[src/rtl/sr_ctrl_pkg.sv]
// Shared types and helpers for the SR-latch drive controller.
// Holds the FSM state encoding and the counter width function.
package sr_ctrl_pkg;

    typedef enum logic [1:0] {
        IDLE   = 2'd0,
        SETUP  = 2'd1,
        STROBE = 2'd2,
        HOLD   = 2'd3
    } state_t;

    // One width serves both the debounce and strobe counters. Each counter only
    // needs to reach its parameter minus one, so clog2 of the larger one suffices.
    function automatic int cnt_width(input int db_cycles, input int strobe_cycles);
        int m;
        m = (db_cycles > strobe_cycles) ? db_cycles : strobe_cycles;
        return (m > 1) ? $clog2(m) : 1;
    endfunction

endpackage

[src/rtl/sr_drive_ctrl_if.sv]
// Button inputs and latch-drive outputs of sr_drive_ctrl, bundled as one port.
// The master side presses buttons, and the slave side drives the latch.
interface sr_drive_ctrl_if;

    logic set_btn;
    logic clr_btn;
    logic S;
    logic R;
    logic EN;
    logic busy;
    logic conflict;
    logic dropped;

    modport master (
        output set_btn, clr_btn,
        input  S, R, EN, busy, conflict, dropped
    );

    modport slave (
        input  set_btn, clr_btn,
        output S, R, EN, busy, conflict, dropped
    );

endinterface

[src/rtl/btn_debounce.sv]
// Two-flop synchronizer, debounce counter and rising-edge press detector.
// The counter counts synchronized samples that disagree with the accepted level.
module btn_debounce #(
    parameter int DB_CYCLES = 4,
    parameter int CNT_W     = 2
) (
    input  logic clk,
    input  logic rst,
    input  logic btn,
    output logic db,
    output logic press
);

    localparam logic [CNT_W-1:0] CNT_LAST = CNT_W'(DB_CYCLES - 1);

    logic             s1;
    logic             s2;
    logic             db_d;
    logic [CNT_W-1:0] cnt;

    // NOTE: non-blocking assignments make every flop here sample the pre-edge
    // value, so s1 -> s2 -> db acts as a true pipeline.
    always_ff @(posedge clk or posedge rst) begin
        if (rst) begin
            s1   <= 1'b0;
            s2   <= 1'b0;
            db   <= 1'b0;
            db_d <= 1'b0;
            cnt  <= '0;
        end else begin
            s1   <= btn;
            s2   <= s1;
            db_d <= db;
            if (s2 == db) begin
                cnt <= '0;
            end else if (cnt == CNT_LAST) begin
                db  <= s2;
                cnt <= '0;
            end else begin
                cnt <= cnt + CNT_W'(1);
            end
        end
    end

    // Only the accepted rising edge counts as a press, and releases are ignored.
    assign press = db & ~db_d;

endmodule

[src/rtl/sr_drive_ctrl.sv]
// Drives S/R/EN of a downstream SR latch from two debounced pushbuttons.
// Each operation runs setup, strobe and hold so S/R never move while EN is high.
module sr_drive_ctrl
    import sr_ctrl_pkg::*;
#(
    parameter int DB_CYCLES     = 4,
    parameter int STROBE_CYCLES = 1
) (
    input  logic           clk,
    input  logic           rst,
    sr_drive_ctrl_if.slave bus
);

    localparam int               CNT_W       = cnt_width(DB_CYCLES, STROBE_CYCLES);
    localparam logic [CNT_W-1:0] STROBE_LAST = CNT_W'(STROBE_CYCLES - 1);

    logic             set_db;
    logic             set_press;
    logic             clr_db;
    logic             clr_press;
    logic             any_press;

    state_t           state;
    logic [CNT_W-1:0] strobe_cnt;
    logic             s_q;
    logic             r_q;
    logic             en_q;
    logic             busy_q;
    logic             conflict_q;
    logic             dropped_q;

    btn_debounce #(
        .DB_CYCLES (DB_CYCLES),
        .CNT_W     (CNT_W)
    ) u_set_debounce (
        .clk   (clk),
        .rst   (rst),
        .btn   (bus.set_btn),
        .db    (set_db),
        .press (set_press)
    );

    btn_debounce #(
        .DB_CYCLES (DB_CYCLES),
        .CNT_W     (CNT_W)
    ) u_clr_debounce (
        .clk   (clk),
        .rst   (rst),
        .btn   (bus.clr_btn),
        .db    (clr_db),
        .press (clr_press)
    );

    assign any_press = set_press | clr_press;

    // S and R only change on IDLE->SETUP and HOLD->IDLE, both a cycle away from EN.
    always_ff @(posedge clk or posedge rst) begin
        if (rst) begin
            state      <= IDLE;
            strobe_cnt <= '0;
            s_q        <= 1'b0;
            r_q        <= 1'b0;
            en_q       <= 1'b0;
            busy_q     <= 1'b0;
            conflict_q <= 1'b0;
            dropped_q  <= 1'b0;
        end else begin
            conflict_q <= 1'b0;
            dropped_q  <= 1'b0;
            case (state)
                IDLE: begin
                    if (set_press && clr_press) begin
                        conflict_q <= 1'b1;
                    end else if (any_press) begin
                        state  <= SETUP;
                        s_q    <= set_press;
                        r_q    <= clr_press;
                        en_q   <= 1'b0;
                        busy_q <= 1'b1;
                    end
                end
                SETUP: begin
                    dropped_q  <= any_press;
                    state      <= STROBE;
                    en_q       <= 1'b1;
                    strobe_cnt <= '0;
                end
                STROBE: begin
                    dropped_q <= any_press;
                    if (strobe_cnt == STROBE_LAST) begin
                        state <= HOLD;
                        en_q  <= 1'b0;
                    end else begin
                        strobe_cnt <= strobe_cnt + CNT_W'(1);
                    end
                end
                HOLD: begin
                    dropped_q <= any_press;
                    state     <= IDLE;
                    s_q       <= 1'b0;
                    r_q       <= 1'b0;
                    en_q      <= 1'b0;
                    busy_q    <= 1'b0;
                end
                default: begin
                    state  <= IDLE;
                    s_q    <= 1'b0;
                    r_q    <= 1'b0;
                    en_q   <= 1'b0;
                    busy_q <= 1'b0;
                end
            endcase
        end
    end

    assign bus.S        = s_q;
    assign bus.R        = r_q;
    assign bus.EN       = en_q;
    assign bus.busy     = busy_q;
    assign bus.conflict = conflict_q;
    assign bus.dropped  = dropped_q;

    // Latch-safety properties; these are checked in simulation only.
    assert property (@(posedge clk) disable iff (rst) !(s_q && r_q));
    assert property (@(posedge clk) disable iff (rst) en_q |-> ($stable(s_q) && $stable(r_q)));
    assert property (@(posedge clk) disable iff (rst) set_press |-> set_db);
    assert property (@(posedge clk) disable iff (rst) clr_press |-> clr_db);

endmodule

[src/flat_wrapper.sv]
// flat-port wrapper written by rule: the top's interface ports become plain ports
module sr_drive_ctrl_flat import sr_ctrl_pkg::*;
#(
    parameter int DB_CYCLES     = 4,
    parameter int STROBE_CYCLES = 1
)
  (clk, rst, bus_set_btn, bus_clr_btn, bus_S, bus_R, bus_EN, bus_busy, bus_conflict, bus_dropped);
  sr_drive_ctrl_if bus_i ();
  input  logic clk;
  input  logic rst;
  input wire logic [$bits(bus_i.set_btn)-1:0] bus_set_btn;
  input wire logic [$bits(bus_i.clr_btn)-1:0] bus_clr_btn;
  output wire logic [$bits(bus_i.S)-1:0] bus_S;
  output wire logic [$bits(bus_i.R)-1:0] bus_R;
  output wire logic [$bits(bus_i.EN)-1:0] bus_EN;
  output wire logic [$bits(bus_i.busy)-1:0] bus_busy;
  output wire logic [$bits(bus_i.conflict)-1:0] bus_conflict;
  output wire logic [$bits(bus_i.dropped)-1:0] bus_dropped;
  assign bus_i.set_btn = bus_set_btn;
  assign bus_i.clr_btn = bus_clr_btn;
  assign bus_S = bus_i.S;
  assign bus_R = bus_i.R;
  assign bus_EN = bus_i.EN;
  assign bus_busy = bus_i.busy;
  assign bus_conflict = bus_i.conflict;
  assign bus_dropped = bus_i.dropped;
  sr_drive_ctrl #(.DB_CYCLES(DB_CYCLES), .STROBE_CYCLES(STROBE_CYCLES)) u_core (.clk(clk), .rst(rst), .bus(bus_i));
endmodule
[config.mk]
export PLATFORM = sky130hd
export DESIGN_NAME = sr_drive_ctrl_flat
export DESIGN_NICKNAME = d
export VERILOG_FILES = /design/src/rtl/sr_ctrl_pkg.sv /design/src/rtl/sr_drive_ctrl_if.sv /design/src/rtl/btn_debounce.sv /design/src/rtl/sr_drive_ctrl.sv /design/src/flat_wrapper.sv
export SDC_FILE = /design/constraint.sdc
export NUM_CORES = 1
export LEC_CHECK = 0
export CAP_MARGIN = 25
export CORE_UTILIZATION = 36
export CTS_CLUSTER_SIZE = 20
export DETAILED_ROUTE_END_ITERATION = 10
export SLEW_MARGIN = 20
export SYNTH_ARGS = -nofsm -noshare
export SYNTH_HDL_FRONTEND = slang
export SYNTH_SLANG_ARGS = --single-unit
[constraint.sdc]
create_clock -name clk -period 2.3 [get_ports clk]
set_clock_uncertainty 0.2 [all_clocks]
set_input_delay 0.575 -clock clk [delete_from_list [all_inputs] [get_ports clk]]
set_output_delay 0.575 -clock clk [all_outputs]
set_load 0.03 [all_outputs]
# ---- Yosys cells after proc, flatten, opt, wreduce, memory -nomap -nowiden
# Cells that the tools add are included.
# Widths: inputs -> output; s select.
dict set report totals {
  regBits 22
  input_bits 4
  out_inout_bits 6
  elab_cells 76
}
dict set report op_classes {
  addsub 3
  n_eq_ne 11
  mux 26
  bitwise 7
  reduce_logical 11
}
# cell n
set ops {}
lappend ops {{$mux 2} 8}
lappend ops {{$mux 1} 12}
lappend ops {{$eq 2x2->1 const B} 4}
lappend ops {{$pmux 2 s4} 1}
lappend ops {{$add 2x1->2 const B} 3}
lappend ops {{$pmux 1 s2} 3}
lappend ops {{$reduce_and 2->1} 3}
lappend ops {{$reduce_and 3->1} 2}
lappend ops {{$logic_not 2->1} 2}
lappend ops {{$ne 2x1->1 const B} 2}
lappend ops {{$ne 2x2->1 const B} 2}
lappend ops {{$not 1->1} 4}
lappend ops {{$pmux 1 s4} 1}
lappend ops {{$pmux 2 s2} 1}
lappend ops {{$reduce_bool 2->1} 2}
lappend ops {{$reduce_or 3->1} 1}
lappend ops {{$and 1x1->1} 2}
lappend ops {{$eq 1x1->1} 2}
lappend ops {{$eq 2x1->1 const B} 1}
lappend ops {{$logic_and 1x1->1} 1}
lappend ops {{$or 1x1->1} 1}

# ---- Longest topological paths before layout
# Gate-level depths: netlist of run 1.
dict set report depth {
  depth_word 6
  mapped_depth 6
  ltp_nobuf 6
}

# ---- Hierarchy
# Synthesis of run 1 repeated with hierarchy kept, for this count alone.
dict set report unflattened {
  hier_cells 70
  area_unflattened_um2 948.4
}
# mod n_inst cells_per_inst area_per_inst_um2 seq_area_each_um2
set modules_own_cells {}
lappend modules_own_cells {sr_drive_ctrl 1 44 530.5 250.2}
lappend modules_own_cells {btn_debounce 2 13 209.0 150.1}

# ---- Least setup slack after synthesis of run 1
# No wires, ideal clock.
dict set report synth_timing {
  kind {flip-flop to flip-flop}
  from {register u_core.state[0]}
  to {register u_core.en_q, in the netlist u_core.bus.EN}
  setup_time_ps 125
  t_arrival_ps 1252
  required_ps 1975
  path_slack_ps 723
  path_stages_with_launch 7
  path_buffers 0
  period_less_slack_ps 1577
  path_cell_list {dfrtp_1 inv_1 ha_1 inv_1 nor2_1 a21oi_2 mux2_2}
}
dict set report synth_via {
  elab_chain_len 3
  word_cells_on_any_way 9
  classes_between {6 x eq/ne; 1 x mux; 2 x reduce/logical}
}
# element line_no
set synth_lines {}
lappend synth_lines {{start: declaration} sr_drive_ctrl.sv:23} ;# state_t state;
lappend synth_lines {{start signal: assignment} sr_drive_ctrl.sv:59} ;# state <= IDLE;
lappend synth_lines {{start signal: assignment} sr_drive_ctrl.sv:75} ;# state <= SETUP;
lappend synth_lines {{start signal: assignment} sr_drive_ctrl.sv:84} ;# state <= STROBE;
lappend synth_lines {{$eq 2x2->1 or $logic_not 2->1 (tied branches)} sr_drive_ctrl.sv:70} ;# case (state)
lappend synth_lines {{$ne 2x1->1 (no source line) or $ne 2x2->1 (tied branches)} --}
lappend synth_lines {{$reduce_and 3->1 (no source line)} --}
lappend synth_lines {{end signal: assignment} sr_drive_ctrl.sv:63} ;# en_q <= 1'b0;
lappend synth_lines {{end signal: assignment} sr_drive_ctrl.sv:78} ;# en_q <= 1'b0;
lappend synth_lines {{end signal: assignment} sr_drive_ctrl.sv:85} ;# en_q <= 1'b1;
lappend synth_lines {{end: declaration} sr_drive_ctrl.sv:27} ;# logic en_q;
# Parallel ways exist; a longest one is shown, timed or not.
# A chain may end at the register's enable or synchronous reset.

# ---- Worst setup path in the final report of run 1
dict set report layout_timing {
  from {register u_core.busy_q, in the netlist u_core.bus.busy}
  to {output port bus_busy}
}
# element line_no
set layout_lines {}
lappend layout_lines {{start: declaration} sr_drive_ctrl.sv:28} ;# logic busy_q;
lappend layout_lines {{start signal: assignment} sr_drive_ctrl.sv:64} ;# busy_q <= 1'b0;
lappend layout_lines {{start signal: assignment} sr_drive_ctrl.sv:79} ;# busy_q <= 1'b1;
lappend layout_lines {{start signal: assignment} sr_drive_ctrl.sv:103} ;# busy_q <= 1'b0;
lappend layout_lines {{end: declaration} flat_wrapper.sv:16} ;# output wire logic [$bits(bus_i.busy)-1:0] bus_busy;
# No word-level cell between the ends.

==> results of run 1 <==
## cells by family after synthesis
logic type	Yosys count	share of synthesized area, %
buf+inv	6	2.49
xor+xnor	3	3.74
mux	5	6.22
simple gates	13	8.02
fa+ha+maj	8	11.1
flops	22	60.9
compound gates	8	7.61
## state kept, by name, indices dropped and copies added (netlist names)
name                        cells
u_core.state                    2
u_core.strobe_cnt               2
u_core.u_clr_debounce.cnt       2
u_core.u_set_debounce.cnt       2
u_core.bus.EN                   1
u_core.bus.R                    1
u_core.bus.S                    1
u_core.bus.busy                 1
u_core.bus.conflict             1
u_core.bus.dropped              1
u_core.u_clr_debounce.db        1
u_core.u_clr_debounce.db_d      1
u_core.u_clr_debounce.s1        1
u_core.u_clr_debounce.s2        1
u_core.u_set_debounce.db        1
u_core.u_set_debounce.db_d      1
u_core.u_set_debounce.s1        1
u_core.u_set_debounce.s2        1
## stage by stage
step | instances | hold WS (ps) | area [um2]
2_1_floorplan | 65 | 131 | 905
3_3_place_gp | 103 | 134 | 1040
3_5_place_dp | 103 | 138 | 1040
4_1_cts | 107 | 167 | 1070
5_1_grt | 107 | 184 | 1070
6_report | 107 | 163 | 1070
## worst reg2reg max path, stage by stage (launching register included)
cell     delay (ps)
dfrtp_1         420
inv_1           100
ha_1            210
inv_1            70
nor2_1           70
a21oi_2         180
mux2_2          360
## metal layers
layer  routed length [um]  GRT usage, %  vias to the layer above  part of all wire (%)
li1                     -             -                      248                     -
met1                  545          12.4                      248                    44
met2                  597          19.2                       11                    48
met3                   44          2.63                        4                   3.6
met4                   46          10.5                        0                   3.7
met5                    0             0                        -                     0
## worst min path at each step
| stage | cells after the start | to | slack (ps) | startpoint |
|---|---|---|---|---|
| global placement | 0 | u_core.u_set_debounce.s2 | 130 | u_core.u_set_debounce.s1 |
| global route | 0 | u_core.u_clr_debounce.s2 | 180 | u_core.u_clr_debounce.s1 |
| CTS | 0 | u_core.u_set_debounce.s2 | 170 | u_core.u_set_debounce.s1 |
| finish | 0 | u_core.u_set_debounce.s2 | 160 | u_core.u_set_debounce.s1 |
| detailed placement | 0 | u_core.u_set_debounce.s2 | 140 | u_core.u_set_debounce.s1 |
| floorplan | 0 | u_core.u_clr_debounce.s2 | 130 | u_core.u_clr_debounce.s1 |
## Yosys cell counts
library cell,instances,share of area (%)
dfrtp_1,22,61
ha_1,8,11
inv_1,6,2.5
mux2_2,5,6.2
nor2_1,5,2.1
a22o_1,2,1.9
a32o_1,2,2.2
and2b_4,2,2.2
nor2b_1,2,1.4
nor3_1,2,1.1
xnor2_1,2,1.9
a21o_2,1,0.97
a21oi_1,1,0.55
a21oi_2,1,0.97
a2bb2oi_1,1,0.97
and3_2,1,0.83
nand2_1,1,0.41
xnor2_2,1,1.8
## layout make-up
cell class	instances	share of cell area (%)
flip-flops and latches	22	51.3
multi-input cells	37	30.9
repair buffers	10	9.09
clock buffers	4	3.38
well taps	28	3.26
inverters	6	2.10
## power by group through the flow
stage | clock, W | sequential, W | combinational, W
final | 0.000205 | 0.000588 | 0.000634
after global placement | 0 | 0.000587 | 0.000635
after global routing | 0.000235 | 0.000605 | 0.000696
after CTS | 0.000222 | 0.000589 | 0.000647
after detailed placement | 0 | 0.000597 | 0.000645
after floorplan | 0 | 0.000650 | 0.000419
==> summary.md, run 1 <==
| Metric | Value |
|---|---|
| Peak VDD IR | `0.624 mV` |
| Nets | `92` |
| Dpl hpwl | `942 um` |
| CP max stage cell | `clkdlybuf4s50_1` |
| Initial Utilization | `39.4%` |
| Distinct cells, synth | `18` |
| Worst path bufs/invs | `1` |
| Full die area | `2720 um2` |
| Period utilisation layout | `91.7%` |
| Placer congestion estimate | `0.727` |
| WS Path Type | `reg2out` |
| Clk pwr share | `14.4%` |
| Arrival time at the worst endpoint | `1340 ps` |
| I/O pins | `10` |
| Count of final max-slew check failures | `0` |
| Area delta synth->final | `18.7%` |
| First-pass GRT wire length | `2.15 mm` |
| Synthesized flop and latch total | `22` |
| Die Wd | `52.1 um` |
| Post-synthesis cell area | `905 um2` |
| Worst setup path end | `bus_busy` |
| Commonest cells after routing, fill and taps aside | `dfrtp_1, clkdlybuf4s50_1, ha_1` |
| Multi-input combinational cell area | `332 um2` |
| Slew @ Worst Pin | `309 ps` |
| Critical Path RT | `1520 ps` |
| FILL cells | `206` |
| Delay-heaviest family, CP | `buffers and inverters` |
| Largest net degree at the start of global routing | `23` |
| Final WS setup | `190 ps` |
| Switching Fraction | `35.1%` |
| Total congestion overflow | `0` |
| Final hold vios | `0` |
| Pwr per Cell Area | `1330 nW/um2` |
| Syn Nets | `77` |
| Core Region | `2300 um2` |
| Combinational Power Share | `44.4%` |
| 1st-iter DRT viols | `3` |
| Pwr Total | `0.00143 W` |
| Port buffer count | `9` |
| Critical Path Stages | `1` |
| Critical Path Source | `u_core.bus.busy` |
| Fin crit period | `2110 ps` |
| Post-synthesis average cell area | `13.9 um2` |
| Clock root buffer | `clkbuf_4` |
| Worst R2R Setup Slack | `590 ps` |
| Leak Pwr | `0.505 nW` |
| Hold Path Class | `reg2reg` |
| Syn Inst Count | `65` |
| Worst-path clk slew | `110 ps` |
| Post-placement worst setup slack | `525 ps` |
| # setup viols final | `0` |
| Worst skew pair latency | `300 ps` |
| Leading cell type in the layout, fill and taps excluded | `dfrtp_1` |
| CP startpoint kind | `flop` |
| RR Endpoint | `u_core.bus.EN` |
| Cell internal pwr | `0.000926 W` |
| Worst-path cell chain | `clkdlybuf4s50_1` |
| Post-detailed-route count of antenna-violating nets | `0` |
| # DRC | `0` |
| CTS resizes | `0` |
| Largest stage delay, worst path | `670 ps` |
| R2r worst-path depth | `6` |
| Per-cell routed wire length | `11.5 um` |
| Clock sink count | `22` |
| Fin util | `46.7%` |
| GRT Total Usage | `11.7%` |
| Status | `finished clean` |
| Seq pwr share | `41.2%` |
| Longest Clk Path Bufs | `2` |
| Routed via count | `511` |
| Setup TNS Final | `0 ps` |
| Seq/Total Area, Yosys | `60.9%` |
| Cts bufs inserted | `3` |
| Rows | `17` |
| Post-CTS Hold Buffers | `0` |
| Max Cap Violations | `0` |
| Vias in the first global route | `532` |
| # diodes | `0` |
| First-pass DRT Iterations | `3` |
| Routed WL | `1.23 mm` |
| FMAX | `0.474 GHz` |
| Switching Power | `0.000500 W` |
| H-tree levels | `1` |
| Initial antenna violation count | `0` |
| Post-CTS Setup Bufs | `0` |
| Slew headroom | `79.4%` |
| CTS tree | `yes` |
| Crit end category | `primary output` |
| RSZ-0062 raised after global routing | `false` |
| RR Startpoint | `u_core.state[0]` |
| Die height | `52.1 um` |
| Reg area | `551 um2` |
| Crit path max fanout | `2` |
| Vias per cell | `4.78` |
| Share of cells above drive strength 1 | `20.3%` |
| Ys Warns | `0` |
Power figures use the tool's default switching activity.
==> run 2: changes to the inputs <==
--- a/config.mk
+++ b/config.mk
@@ -6,9 +6,10 @@
 export NUM_CORES = 1
 export LEC_CHECK = 0
 export CAP_MARGIN = 25
-export CORE_UTILIZATION = 36
+export CORE_UTILIZATION = 53
 export CTS_CLUSTER_SIZE = 20
 export DETAILED_ROUTE_END_ITERATION = 10
+export PLACE_DENSITY = 0.76
 export SLEW_MARGIN = 20
 export SYNTH_ARGS = -nofsm -noshare
 export SYNTH_HDL_FRONTEND = slang
==> run 2 against run 1 <==
Net effect:
- worst hold slack better by 6.1 ps
- routed wire length fell by 6.2%
- register-to-register slack about the same
- setup slack worse by 35 ps
- fmax is 1.6% lower
- cell count fell by 11%
==> summary.md, run 2 (synthesized netlist as in run 1, its figures left out) <==
| Metric | Value |
|---|---|
| Status | `finished clean (unchanged)` |
| Cell internal pwr | `0.00101 W (was 0.000926 W)` |
| CP startpoint kind | `flop (unchanged)` |
| Worst R2R Setup Slack | `600 ps (was 590 ps)` |
| RR Endpoint | `u_core.bus.EN (unchanged)` |
| Leading cell type in the layout, fill and taps excluded | `dfrtp_1 (unchanged)` |
| Longest Clk Path Bufs | `2 (unchanged)` |
| Rows | `14 (was 17)` |
| Per-cell routed wire length | `12.2 um (was 11.5 um)` |
| Slew @ Worst Pin | `307 ps (was 309 ps)` |
| Fin util | `69.7% (was 46.7%)` |
| I/O pins | `10 (unchanged)` |
| # DRC | `0 (unchanged)` |
| Slew headroom | `79.5% (was 79.4%)` |
| Hold path start | `u_core.u_clr_debounce.s1 (was u_core.u_set_debounce.s1)` |
| Max Cap Violations | `0 (unchanged)` |
| Dpl hpwl | `853 um (was 942 um)` |
| Placed cell count | `91 (was 103)` |
| Die Wd | `43.3 um (was 52.1 um)` |
| Port buffer count | `9 (unchanged)` |
| Post-detailed-route count of antenna-violating nets | `0 (unchanged)` |
| Initial Utilization | `58.7% (was 39.4%)` |
| H-tree levels | `1 (unchanged)` |
| CTS resizes | `0 (unchanged)` |
| Clock sink count | `22 (unchanged)` |
| Delay-heaviest family, CP | `buffers and inverters (unchanged)` |
| Largest net degree at the start of global routing | `23 (unchanged)` |
| Full die area | `1880 um2 (was 2720 um2)` |
| Pwr Total | `0.00151 W (was 0.00143 W)` |
| CTS tree | `yes (unchanged)` |
| Placed cell areas | `1020 um2 (was 1040 um2)` |
| Hold Path End | `u_core.u_clr_debounce.s2 (was u_core.u_set_debounce.s2)` |
| Critical Path RT | `1520 ps (about the same)` |
| GRT Total Usage | `16.5% (was 11.7%)` |
| Final hold vios | `0 (unchanged)` |
| Met3 wire len | `65 um (was 44 um)` |
| RSZ-0062 raised after global routing | `false (unchanged)` |
| Peak VDD IR | `1.03 mV (was 0.624 mV)` |
| Routed WL | `1.16 mm (was 1.23 mm)` |
| Met1 WL | `577 um (was 545 um)` |
| Largest stage delay, worst path | `670 ps (about the same)` |
| Count of final max-slew check failures | `0 (unchanged)` |
| Total congestion overflow | `0 (unchanged)` |
| Period utilisation layout | `93.3% (was 91.7%)` |
| Switching Power | `0.000501 W (was 0.000500 W)` |
| Fin crit period | `2150 ps (was 2110 ps)` |
| Cell Count, Final, Fillers Out | `95 (was 107)` |
| Placer congestion estimate | `0.709 (was 0.727)` |
| WS Path Type | `reg2out (unchanged)` |
| Area delta synth->final | `18.8% (was 18.7%)` |
| Hold Path Class | `reg2reg (unchanged)` |
| Pwr per Cell Area | `1400 nW/um2 (was 1330 nW/um2)` |
| CP max stage cell | `clkdlybuf4s50_1 (unchanged)` |
| Cells on Worst Hold Path | `0 (unchanged)` |
| Initial antenna violation count | `0 (unchanged)` |
| Worst-path clk slew | `130 ps (was 110 ps)` |
| Nets | `92 (unchanged)` |
| R2r worst-path depth | `6 (unchanged)` |
| Arrival time at the worst endpoint | `1370 ps (was 1340 ps)` |
| Combinational Power Share | `41.9% (was 44.4%)` |
| Crit path max fanout | `2 (unchanged)` |
| Clock root buffer | `clkbuf_4 (unchanged)` |
| Leak Pwr | `0.511 nW (was 0.505 nW)` |
| Commonest cells after routing, fill and taps aside | `dfrtp_1, clkdlybuf4s50_1, ha_1 (unchanged)` |
| Post-CTS Setup Bufs | `0 (unchanged)` |
| Cell area after layout | `1070 um2 (about the same)` |
| Cts bufs inserted | `3 (unchanged)` |
| Clk pwr share | `19.4% (was 14.4%)` |
| 1st-iter DRT viols | `3 (unchanged)` |
| Critical Path Source | `u_core.bus.S (was u_core.bus.busy)` |
| Share of cells above drive strength 1 | `20.3% (unchanged)` |
| # diodes | `0 (unchanged)` |
| First-pass GRT wire length | `2.16 mm (was 2.15 mm)` |
| Seq pwr share | `38.7% (was 41.2%)` |
| # setup viols final | `0 (unchanged)` |
| Crit end category | `primary output (unchanged)` |
| Core Region | `1540 um2 (was 2300 um2)` |
| Vias per cell | `5.33 (was 4.78)` |
| Switching Fraction | `33.2% (was 35.1%)` |
| FMAX | `0.466 GHz (was 0.474 GHz)` |
| First-pass DRT Iterations | `2 (was 3)` |
| Routed via count | `506 (was 511)` |
| DR top layer | `met4 (unchanged)` |
| Post-CTS Hold Buffers | `0 (unchanged)` |
| Worst path bufs/invs | `1 (unchanged)` |
| DR WL met2 | `502 um (was 597 um)` |
| Die height | `43.3 um (was 52.1 um)` |
| Setup TNS Final | `0 ps (unchanged)` |
| Worst-path cell chain | `clkdlybuf4s50_1 (unchanged)` |
| RR Startpoint | `u_core.state[0] (unchanged)` |
| Worst skew pair latency | `320 ps (was 300 ps)` |
| Vias in the first global route | `499 (was 532)` |
run 2: cell count changes in the layout (fill, tap and decap cells not counted), sizes merged:
cell,previous run,this run
bufinv,0,1
clkbuf,4,3
run 2: how the worst max path moves through the flow:
stage / to / slack, ps / cells after the start
finish: bus_S / 150 / 1
global route: bus_S / 110 / 1
floorplan: u_core.bus.EN / 720 / 6
CTS: bus_S / 140 / 1
detailed placement: bus_S / 520 / 1
global placement: bus_busy / 530 / 1
run 2: area by class of cell:
cell class / instances / area [um2]
clock buffers: 3 / 22.5
clock inverters: 1 / 30.0
fillers: 111 / 467
inverters: 6 / 22.5
multi-input cells: 37 / 332
flip-flops and latches: 22 / 551
well taps: 16 / 20.0
repair buffers: 10 / 97.6
run 2: routing by layer:
layer | vias to the layer above | GRT usage, %
li1 | 251 | -
met1 | 242 | 22.1
met2 | 11 | 23.3
met3 | 2 | 7.66
met4 | 0 | 7.27
met5 | - | 0
run 2: metrics by stage:
step                      hold slack (ps)  setup slack (ps)
after floorplan                       131               723
after global placement                137               533
after detailed placement              143               521
after CTS                             172               138
after global routing                  183               110
final                                 169               155
run 2: worst register-to-register path, cell delays in order, from the launching register on:
cell and delay (ps):
dfrtp_1 420, inv_1 90, ha_1 210, inv_1 70
nor2_1 70, a21oi_2 180, mux2_2 360
run 2: power by group through the flow:
stage               Combinational (W)  Sequential (W)  Clock, W
finish                       0.000631        0.000583  0.000293
global route                 0.000705        0.000603  0.000314
CTS                          0.000641        0.000587  0.000301
detailed placement           0.000638        0.000594         0
global placement             0.000624        0.000588         0
floorplan                    0.000419        0.000650         0
